--- config.mk ---
export PLATFORM = sky130hd
export DESIGN_NAME = sel_debouncer
export DESIGN_NICKNAME = d
export VERILOG_FILES = /design/src/rtl/sel_debouncer.sv
export SDC_FILE = /design/constraint.sdc
export NUM_CORES = 1
export LEC_CHECK = 0
export BUFFER_PORTS_ARGS = -buffer_cell sky130_fd_sc_hd__buf_2
export CAP_MARGIN = 20
export CORE_AREA = 3 3 40 42
export DETAILED_ROUTE_END_ITERATION = 8
export DIE_AREA = 0 0 43 45
export GPL_TIMING_DRIVEN = 0
export PLACE_DENSITY = 0.63
export SETUP_SLACK_MARGIN = 0.1
export SLEW_MARGIN = 20
export SYNTH_ARGS = -nofsm -noshare
export SYNTH_HDL_FRONTEND = slang
export SYNTH_SLANG_ARGS = --single-unit
--- constraint.sdc ---
create_clock -name Clock -period 1.2 [get_ports Clock]
set_clock_uncertainty 0.05 [all_clocks]
set_input_delay 0.06 -clock Clock [delete_from_list [all_inputs] [get_ports Clock]]
set_output_delay 0.06 -clock Clock [all_outputs]
set_load 0.02 [all_outputs]
--- src/rtl/sel_debouncer.sv ---
// rtl/sel_debouncer.sv - two-flop synchronizer plus qualification FSM producing a clean mux select
module sel_debouncer #(
  parameter int STABLE_CYCLES = 16,
  parameter int CNT_W         = 5,
  parameter bit INIT_SEL      = 1'b0
) (
  input  logic Clock,
  input  logic Reset,
  input  logic BtnIn,
  output logic SEL,
  output logic SelRise,
  output logic SelFall,
  output logic Busy
);

  typedef enum logic [1:0] {
    IDLE_LOW  = 2'd0,
    WAIT_HIGH = 2'd1,
    IDLE_HIGH = 2'd2,
    WAIT_LOW  = 2'd3
  } state_t;

  // Counter value seen on the last of the STABLE_CYCLES qualifying samples.
  localparam logic [CNT_W-1:0] CNT_LAST  = CNT_W'(STABLE_CYCLES - 1);
  localparam logic [CNT_W-1:0] CNT_ZERO  = '0;
  localparam logic [CNT_W-1:0] CNT_ONE   = CNT_W'(1);
  localparam state_t           STATE_RST = INIT_SEL ? IDLE_HIGH : IDLE_LOW;

  logic             s1_q, s1_d;
  logic             s2_q, s2_d;
  state_t           state_q, state_d;
  logic [CNT_W-1:0] cnt_q, cnt_d;
  logic             sel_q, sel_d;
  logic             rise_q, rise_d;
  logic             fall_q, fall_d;
  logic             busy_q, busy_d;

  // Synchronizer next values: BtnIn only ever reaches s1, and only s2 feeds the FSM.
  always_comb begin
    s1_d = BtnIn;
    s2_d = s1_q;
  end

  // Synchronizer flops, preloaded with the reset select level so reset does not look like an edge.
  always_ff @(posedge Clock) begin
    if (Reset) begin
      s1_q <= INIT_SEL;
      s2_q <= INIT_SEL;
    end else begin
      s1_q <= s1_d;
      s2_q <= s2_d;
    end
  end

  // Qualification FSM: a new level must be seen STABLE_CYCLES times in a row before SEL follows it.
  always_comb begin
    state_d = state_q;
    cnt_d   = cnt_q;
    sel_d   = sel_q;
    rise_d  = 1'b0;
    fall_d  = 1'b0;

    case (state_q)
      IDLE_LOW: begin
        if (s2_q) begin
          state_d = WAIT_HIGH;
          cnt_d   = CNT_ONE;
        end else begin
          cnt_d   = CNT_ZERO;
        end
      end

      WAIT_HIGH: begin
        if (!s2_q) begin
          state_d = IDLE_LOW;
          cnt_d   = CNT_ZERO;
        end else if (cnt_q == CNT_LAST) begin
          state_d = IDLE_HIGH;
          cnt_d   = CNT_ZERO;
          sel_d   = 1'b1;
          rise_d  = 1'b1;
        end else begin
          cnt_d   = cnt_q + CNT_ONE;
        end
      end

      IDLE_HIGH: begin
        if (!s2_q) begin
          state_d = WAIT_LOW;
          cnt_d   = CNT_ONE;
        end else begin
          cnt_d   = CNT_ZERO;
        end
      end

      WAIT_LOW: begin
        if (s2_q) begin
          state_d = IDLE_HIGH;
          cnt_d   = CNT_ZERO;
        end else if (cnt_q == CNT_LAST) begin
          state_d = IDLE_LOW;
          cnt_d   = CNT_ZERO;
          sel_d   = 1'b0;
          fall_d  = 1'b1;
        end else begin
          cnt_d   = cnt_q + CNT_ONE;
        end
      end

      default: begin
        state_d = STATE_RST;
        cnt_d   = CNT_ZERO;
        sel_d   = INIT_SEL;
      end
    endcase

    // Busy is registered from the next state so it lines up with the WAIT_* residency.
    busy_d = (state_d == WAIT_HIGH) || (state_d == WAIT_LOW);
  end

  // FSM and output registers; every output comes straight from a flop.
  always_ff @(posedge Clock) begin
    if (Reset) begin
      state_q <= STATE_RST;
      cnt_q   <= CNT_ZERO;
      sel_q   <= INIT_SEL;
      rise_q  <= 1'b0;
      fall_q  <= 1'b0;
      busy_q  <= 1'b0;
    end else begin
      state_q <= state_d;
      cnt_q   <= cnt_d;
      sel_q   <= sel_d;
      rise_q  <= rise_d;
      fall_q  <= fall_d;
      busy_q  <= busy_d;
    end
  end

  assign SEL     = sel_q;
  assign SelRise = rise_q;
  assign SelFall = fall_q;
  assign Busy    = busy_q;

endmodule

==> results of run 1 <==
## flip-flops by register name (all words and copies together) (netlist names)
name / flops
cnt_q: 5
Busy: 1
SEL: 1
SelFall: 1
SelRise: 1
s1_q: 1
s2_q: 1
state_q: 1
## metal layers
metal | track usage (%) | vias to the layer above | wire length [um]
met1 | 12.9 | 172 | 416
met3 | 2.39 | 2 | 23
met2 | 16.2 | 7 | 407
met4 | 9.04 | 0 | 16
li1 | - | 191 | -
met5 | 0 | - | 0
## final timing paths
| kind | startpoint | end | depth (start not counted) |
|---|---|---|---|
| worst max-delay path | cnt_q[0]$_SDFF_PP0_ | SelFall$_SDFF_PP0_ | 4 |
| worst min-delay path | Reset | SelRise$_SDFF_PP0_ | 2 |
| worst max register to register | cnt_q[0]$_SDFF_PP0_ | SelFall$_SDFF_PP0_ | 4 |
| worst min register to register | s1_q$_SDFF_PP0_ | s2_q$_SDFF_PP0_ | 1 |
## repair_timing
item                                    4_1_cts  5_1_grt
pin swaps                                     4        1
hold endpoints to repair                      3        0
buffers inserted                              4        0
endpoints found under the setup margin        6        7
resized for setup                             8        4
gates cloned                                  0        0
hold buffers                                  2        0
## through the flow
step | setup WS [ns] | cells | hold WS (ns) | area [um^2]
after floorplan | 0.0322 | 45 | 0.0791 | 477
after global placement | -0.0581 | 66 | 0.226 | 526
after detailed placement | -0.0827 | 66 | 0.240 | 526
after CTS | -0.0233 | 75 | -0.00637 | 628
after global routing | -0.0707 | 75 | 0.0481 | 658
final | 0.00290 | 75 | 0.0418 | 658
## power by group
part           internal [uW]  switching [uW]
registers                408            11.3
logic                   23.8            27.5
clock network            116             112
## final cells by class
cell class	count	area share, %
repair buffers	12	12.2
well taps	15	2.85
flip-flops and latches	12	37.8
clock buffers	3	3.42
inverters	2	1.14
multi-input cells	31	42.6
## layout by cell type, fill, tap and decap left out, drive strengths merged, types with 3 or more instances in the layout
cell type   n
nor2        3
nand2       3
clkbuf      3
buf        10
and3        3
dfxtp      12
## worst reg2reg max path, cell delays in order (launching register included)
cell and delay, ns:
dfxtp_4 0.36, ha_4 0.16, nand3_4 0.08, or2_4 0.27, nor4b_4 0.20
## cell families (layout without fill, tap and decap cells)
logic type	count (synthesis)	after routing	share of synthesized area, %
AO/OA/AOI/OAI	9	9	13.0
XOR/XNOR	2	2	3.87
adder cells (fa/ha/maj)	1	1	2.76
buffers and inverters	2	17	1.66
flip-flops	12	12	53.0
AND/OR/NAND/NOR	19	19	25.7
==> impl_metrics.json, run 1 <==
{
  "run_status": "finished, final reports clean",
  "start_kind": "register",
  "nNetsFinal": 66,
  "start_util_pct": 35.2,
  "cp_top_family": "simple AND/OR/NAND/NOR gates",
  "antenna_found_initial": 0,
  "clock_latency_ns": 0.26,
  "grt-ovfl-total": 0,
  "p_leak_uw": 0.000247,
  "grt_max_degree": 7,
  "nFillCells": 121,
  "yosysUniqueCellTypes": 24,
  "cts_tree": "built",
  "viasPerCell": 4.96,
  "num_vias": 372,
  "yosys.area.top_type": "dfxtp_1",
  "hp-class": "in -> reg",
  "cts_max_path_buffers": 2,
  "fp.coreArea_um2": 1280,
  "ant_nets": 0,
  "netlist.area_leader.share_pct": 53.0,
  "drc_errors": 0,
  "cts_buffers": 3,
  "grt_use_total_pct": 10.7,
  "cap_violations": 0,
  "num_antenna_cells": 0,
  "slew_headroom_pct": 84.1,
  "synth_area_leaders": "dfxtp_1 53%, nor4b_1 3.9%, and3_2 3.3%",
  "rsz0062_at_grt": "true",
  "die_width_um": 43,
  "path_cells": "ha_4 -> nand3_4 -> or2_4 -> nor4b_4",
  "synth-seq-cells": 12,
  "synth-main-ff-cell": "dfxtp_1",
  "path_clk_slew_ns": 0.07,
  "grt_pass1_wl_mm": 1.50,
  "cellPowerDensity_nw_per_um2": 1060,
  "fin_tns_setup_ns": 0,
  "yosysSeqAreaShare_pct": 53.0,
  "cp.required_ns": 1.32,
  "cts_root_buffer": "clkbuf_4",
  "ys_warn_count": 0,
  "netlist_top_cells_count": "12 x dfxtp_1, 3 x nand2_1, 3 x nor2_1",
  "multi_input_area_um2": 280,
  "wl_per_cell_um": 11.5,
  "grt_pass1_vias": 358,
  "pin_count": 7,
  "p_total_uw": 698,
  "arrival_ns": 1.32,
  "portBuffers": 6,
  "fin_util_pct": 51.2,
  "dieArea_um2": 1940,
  "hold_viol_final": 0,
  "post-route-period-util_pct": 99.8,
  "placementRows": 13,
  "endpoint_kind": "register",
  "synthCells": 45,
  "setup_violations": 0,
  "regArea_um2": 249,
  "min_period_ns": 1.20,
  "clock-sinks": 12,
  "syn_area_um2": 453,
  "crit_buf_inv": 0,
  "report.final.slew_viol_count": 0,
  "crit_fanout": 4,
  "dr.pass1.iters": 4,
  "synth_most_common_cell": "dfxtp_1",
  "slowest_stage": "dfxtp_4",
  "tightest_slew_ns": 0.238,
  "htreeDepth": 1,
  "area.growth.synth_to_final_pct": 45.3,
  "syn_area_per_cell_um2": 10.1,
  "cpPeakStageDelay_ns": 0.36,
  "crit_type": "reg -> reg",
  "drtIter0Drc": 10,
  "gp_congestion": 0.753,
  "synth_edf_count": 0,
  "synth.net_count": 49,
  "layout-drive-gt1-share_pct": 48.3,
  "fmax_ghz": 0.835,
  "die_y_um": 45,
  "dp_hpwl_um": 570,
  "synth_async_sr_flop_share_pct": 0,
  "ir_drop_uv": 515,
  "r2r_setup_slack_ns": 0.003,
  "wirelength_um": 863
}
No activity file was read; power rests on OpenSTA's default activity.
==> run 2: changes to the inputs <==
ABC_AREA = 1   (was unset)
PLACE_DENSITY = 0.64   (was 0.63)
==> run 2 against run 1 <==
Effect of this change: area after synthesis grew 3.0%; final cell count grew 23%; sequential power shrank 3%; setup slack gained 0.13 ns; first-iteration DRC count shrank 40%; sequential share of layout area grew 0.42 points; via count grew 15%; critical endpoint is now Busy; largest power group unchanged.
==> impl_metrics.json, run 2 <==
{
  "run_status": "finished, final reports clean",
  "layout-drive-gt1-share_pct": 31.2,
  "pin_count": 7,
  "cts_max_path_buffers": 2,
  "endpoint_kind": "primary output",
  "dieArea_um2": 1940,
  "synth-seq-cells": 12,
  "cts_buffers": 3,
  "hp-class": "reg -> reg",
  "synth_area_leaders": "dfxtp_1 51%, inv_1 10%, nand2_1 8.8%",
  "setup_violations": 0,
  "final_cell_mix": "12 x inv_1, 10 x nand2_1, 9 x dfxtp_1, 9 x nor2_1, 6 x buf_2",
  "gp_congestion": 0.733,
  "grt-ovfl-total": 0,
  "p_int_uw": 598,
  "cellPowerDensity_nw_per_um2": 1160,
  "crit_type": "reg -> out",
  "num_antenna_cells": 0,
  "viasPerCell": 4.63,
  "synthCells": 61,
  "crit_buf_inv": 1,
  "htreeDepth": 1,
  "seqPwrFrac_pct": 54.1,
  "clock_latency_ns": 0.26,
  "p_switching_uw": 151,
  "slowest_stage": "dfxtp_1",
  "sw_frac_of_total_pct": 20.1,
  "synth_async_sr_flop_share_pct": 0,
  "grt_max_degree": 8,
  "dr.pass1.iters": 4,
  "nNetsFinal": 82,
  "syn_area_per_cell_um2": 7.65,
  "post-route-period-util_pct": 89.2,
  "yosysSeqAreaShare_pct": 51.5,
  "grt_use_total_pct": 10.1,
  "layout_commonest_cell": "inv_1",
  "largest_reg_flops": 5,
  "dp_hpwl_um": 591,
  "report.final.slew_viol_count": 0,
  "largest-register": "cnt_q",
  "synth.net_count": 65,
  "hold_viol_final": 0,
  "ant_nets": 0,
  "cts_tree": "built",
  "clkPwrFrac_pct": 42.1,
  "antenna_found_initial": 0,
  "wl_per_cell_um": 9.83,
  "p_leak_uw": 0.000294,
  "drtIter0Drc": 6,
  "place_inst": 82,
  "arrival_ns": 0.96,
  "nFillCells": 124,
  "die_width_um": 43,
  "start_util_pct": 36.3,
  "fmax_ghz": 0.934,
  "cap_violations": 0,
  "drc_errors": 0,
  "grt_pass1_vias": 403,
  "tightest_slew_ns": 0.268,
  "fp.coreArea_um2": 1280,
  "cts_root_buffer": "clkbuf_4",
  "synth_most_common_cell": "inv_1",
  "comb_power_share_pct": 3.8,
  "crit_fanout": 7,
  "grt_pass1_wl_mm": 1.48,
  "fin_cells": 92,
  "num_vias": 426,
  "portBuffers": 6,
  "min_period_ns": 1.07,
  "ys_warn_count": 0,
  "area.growth.synth_to_final_pct": 38.1,
  "preCtsSetupSlack_ns": -0.00912,
  "netlist_top_cells_count": "13 x inv_1, 12 x dfxtp_1, 11 x nand2_1",
  "netlist.area_leader.share_pct": 51.5,
  "clock-sinks": 12,
  "placementRows": 13,
  "yosys.area.top_type": "dfxtp_1",
  "cpPeakStageDelay_ns": 0.48,
  "path_clk_slew_ns": 0.08,
  "synth-main-ff-cell": "dfxtp_1",
  "rsz0062_at_grt": "true",
  "setup_ws_ns": 0.130,
  "die_y_um": 45,
  "cp.required_ns": 1.09,
  "synth_edf_count": 0,
  "fin_tns_setup_ns": 0,
  "ir_drop_uv": 425,
  "wirelength_um": 904,
  "yosysUniqueCellTypes": 12,
  "path_cells": "buf_2",
  "start_kind": "register",
  "syn_area_um2": 467,
  "cp_top_family": "flip-flops",
  "slew_headroom_pct": 82.1
}
[run 2: cell families (layout without fill, tap and decap cells)]
logic type               after synthesis  count (layout)  share of synthesized area (%)
AND/OR/NAND/NOR                       34              34                           33.8
buffers and inverters                 13              29                           10.5
flip-flops                            12              12                           51.5
adder cells (fa/ha/maj)                1               1                           2.68
AO/OA/AOI/OAI                          1               1                           1.61
[run 2: repair_timing]
item                       CTS  global route
setup buffers                3             1
hold buffers                 2             0
gates resized for setup      7             5
pin swaps                    3             4
hold endpoints to repair     3             0
setup endpoints to repair    6             7
[run 2: path summary, 6_finish.rpt]
check	startpoint	slack, ns	cells past startpoint	endpoint
worst max-delay path	Busy$_SDFF_PP0_	0.13	1	Busy
worst min-delay path	s1_q$_SDFF_PP0_	0.35	2	s2_q$_SDFF_PP0_
worst min register to register	s1_q$_SDFF_PP0_	0.35	2	s2_q$_SDFF_PP0_
worst max register to register	cnt_q[0]$_SDFF_PP0_	0.14	6	state_q[1]$_SDFF_PP0_
[run 2: cell type report]
type / instances / area (um^2) / area share (%)
Clock buffer: 4 / 36.3 / 5.63
Timing Repair Buffer: 12 / 80.1 / 12.4
Tap cell: 15 / 18.8 / 2.91
Sequential cell: 12 / 246 / 38.3
Multi-Input combinational cell: 36 / 214 / 33.2
Inverter: 13 / 48.8 / 7.57
[run 2: stage by stage]
step,utilization (%),total power (uW),hold WS (ns),area [um^2]
after floorplan,-,427,0.0812,467
after global placement,40.1,434,0.211,515
after detailed placement,40.1,435,0.213,515
after CTS,48.5,753,0.356,623
after global routing,50.1,777,0.372,644
final,50.1,748,0.353,644
[run 2: routing by layer]
metal  vias to the layer above  routed length, um  track usage [%]
li1                        225                  -                -
met1                       190                393             10.0
met2                         9                466             19.5
met3                         2                 29             1.20
met4                         0                 16             7.23
met5                         -                  0                0
[run 2: power groups by stage]
stage	Sequential, uW	Combinational, uW	Clock, uW
after floorplan	416	10.7	0
after global placement	415	18.9	0
after detailed placement	416	19.5	0
after CTS	405	26.5	322
after global routing	406	31.1	340
final	405	28.2	315
==> run 3: changes to the inputs <==
CORE_AREA = 5 5 42 44   (was 3 3 40 42)
DIE_AREA = 0 0 47 49   (was 0 0 43 45)
==> run 3 against run 2 <==
Effect of this change: final cell count down 3.3%; global-route usage down 0.80 points; worst hold slack better by 0.0027 ns; largest cell class unchanged.
==> impl_metrics.json, run 3 (same netlist as run 2, synthesis figures left out) <==
{
  "cp.required_ns": 1.32,
  "dr.pass1.iters": 4,
  "drc_errors": 0,
  "slew_headroom_pct": 85.7,
  "num_vias": 407,
  "endpoint": "state_q[1]$_SDFF_PP0_",
  "largest-register": "cnt_q",
  "worst-path-stages": 6,
  "gp_congestion": 0.838,
  "nNetsFinal": 78,
  "die_width_um": 47,
  "cts_setup_buffers": 0,
  "fin_cells": 89,
  "ir_drop_uv": 547,
  "path_clk_slew_ns": 0.07,
  "p_switching_uw": 148,
  "crit_fanout": 4,
  "start_util_pct": 33.3,
  "sw_frac_of_total_pct": 19.9,
  "arrival_ns": 1.20,
  "seqPwrFrac_pct": 54.2,
  "fin_util_pct": 44.5,
  "grt_max_degree": 8,
  "cellPowerDensity_nw_per_um2": 1190,
  "grt_use_total_pct": 9.32,
  "grt_pass1_vias": 393,
  "reg2reg_from": "cnt_q[1]$_SDFF_PP0_",
  "portBuffers": 6,
  "fmax_ghz": 0.929,
  "antenna_found_initial": 0,
  "crit_type": "reg -> reg",
  "tightest_slew_ns": 0.214,
  "area.growth.synth_to_final_pct": 33.5,
  "wirelength_um": 845,
  "comb_power_share_pct": 3.3,
  "layout_commonest_cell": "inv_1",
  "cap_violations": 0,
  "dp_hpwl_um": 578,
  "place_inst": 83,
  "endpoint_kind": "register",
  "layout-drive-gt1-share_pct": 24.7,
  "r2r_setup_slack_ns": 0.12,
  "die_y_um": 49,
  "grt_pass1_wl_mm": 1.55,
  "r2r-end": "state_q[1]$_SDFF_PP0_",
  "cpPeakStageDelay_ns": 0.37,
  "p_int_uw": 595,
  "preCtsSetupSlack_ns": -0.00754,
  "cp_top_family": "simple AND/OR/NAND/NOR gates",
  "setup_violations": 0,
  "report.final.slew_viol_count": 0,
  "path_cells": "ha_4 -> nand2_4 -> nor2_4 -> nand4_1 -> nand2_1 -> nor2_1",
  "num_antenna_cells": 0,
  "dieArea_um2": 2300,
  "min_period_ns": 1.08,
  "cts_root_buffer": "clkbuf_4",
  "cts_max_path_buffers": 2,
  "crit_buf_inv": 0,
  "startpoint": "cnt_q[1]$_SDFF_PP0_",
  "run_status": "finished, final reports clean",
  "viasPerCell": 4.57,
  "clock_latency_ns": 0.27,
  "hp-class": "reg -> reg",
  "slowest_stage": "dfxtp_4",
  "post-route-period-util_pct": 89.7,
  "pin_count": 7,
  "grt-ovfl-total": 0,
  "hold_viol_final": 0,
  "setup_ws_ns": 0.123,
  "placementRows": 14,
  "largest_reg_flops": 5,
  "clkPwrFrac_pct": 42.4,
  "p_leak_uw": 0.000290,
  "reg2regPathDepth": 6,
  "start_kind": "register",
  "drtIter0Drc": 10,
  "cts_tree": "built",
  "final_cell_mix": "13 x inv_1, 10 x nand2_1, 9 x dfxtp_1, 9 x nor2_1, 6 x buf_2",
  "htreeDepth": 1,
  "ant_nets": 0,
  "fp.coreArea_um2": 1400,
  "rsz0062_at_grt": "true",
  "cts_buffers": 3,
  "clock-sinks": 12,
  "p_total_uw": 743,
  "wl_per_cell_um": 9.49
}
-- run 3: worst min path at each step --
| stage | from | end | slack (ns) | cells after the start |
|---|---|---|---|---|
| after floorplan | Reset | s1_q$_SDFF_PP0_ | 0.08 | 1 |
| after global placement | Reset | s2_q$_SDFF_PP0_ | 0.21 | 2 |
| after detailed placement | Reset | s2_q$_SDFF_PP0_ | 0.22 | 2 |
| after CTS | s1_q$_SDFF_PP0_ | s2_q$_SDFF_PP0_ | 0.36 | 2 |
| after global routing | s1_q$_SDFF_PP0_ | s2_q$_SDFF_PP0_ | 0.37 | 2 |
| final | s1_q$_SDFF_PP0_ | s2_q$_SDFF_PP0_ | 0.36 | 2 |
-- run 3: worst register-to-register path, stage by stage, from the launching register on --
cell	delay (ns)
dfxtp_4	0.37
ha_4	0.18
nand2_4	0.07
nor2_4	0.11
nand4_1	0.09
nand2_1	0.08
nor2_1	0.04
-- run 3: stage by stage --
step	TNS (ns)	instance area (um^2)	hold WS [ns]
2_1_floorplan	0	467	0.0812
3_3_place_gp	0	517	0.213
3_5_place_dp	-0.00754	517	0.217
4_1_cts	0	602	0.358
5_1_grt	0	623	0.373
6_report	0	623	0.356
-- run 3: power groups by stage --
stage	clock network, uW	registers (uW)	logic (uW)
floorplan	0	416	10.7
global placement	0	416	18.8
detailed placement	0	416	18.9
CTS	328	405	24.4
global route	348	404	28.7
finish	315	403	24.9
-- run 3: cell type report --
type                    instances  area (um^2)
fillers                       151          778
flip-flops and latches         12          249
multi-input cells              36          219
repair buffers                  8         50.0
inverters                      13         48.8
clock buffers                   4         36.3
well taps                      16         20.0
-- run 3: routing by layer --
layer / track usage, % / wire, um / vias to the layer above
li1: - / - / 216
met1: 9.96 / 350 / 177
met2: 14.3 / 422 / 9
met3: 3.32 / 36 / 5
met4: 6.91 / 36 / 0
met5: 0 / 0 / -
-- run 3: timing repair --
| item | 4_1_cts | 5_1_grt |
|---|---|---|
| hold buffers | 2 | 0 |
| resized for setup | 7 | 6 |
| endpoints found under the setup margin | 7 | 6 |
| endpoints found under the hold margin | 3 | 0 |
| pin swaps | 1 | 4 |
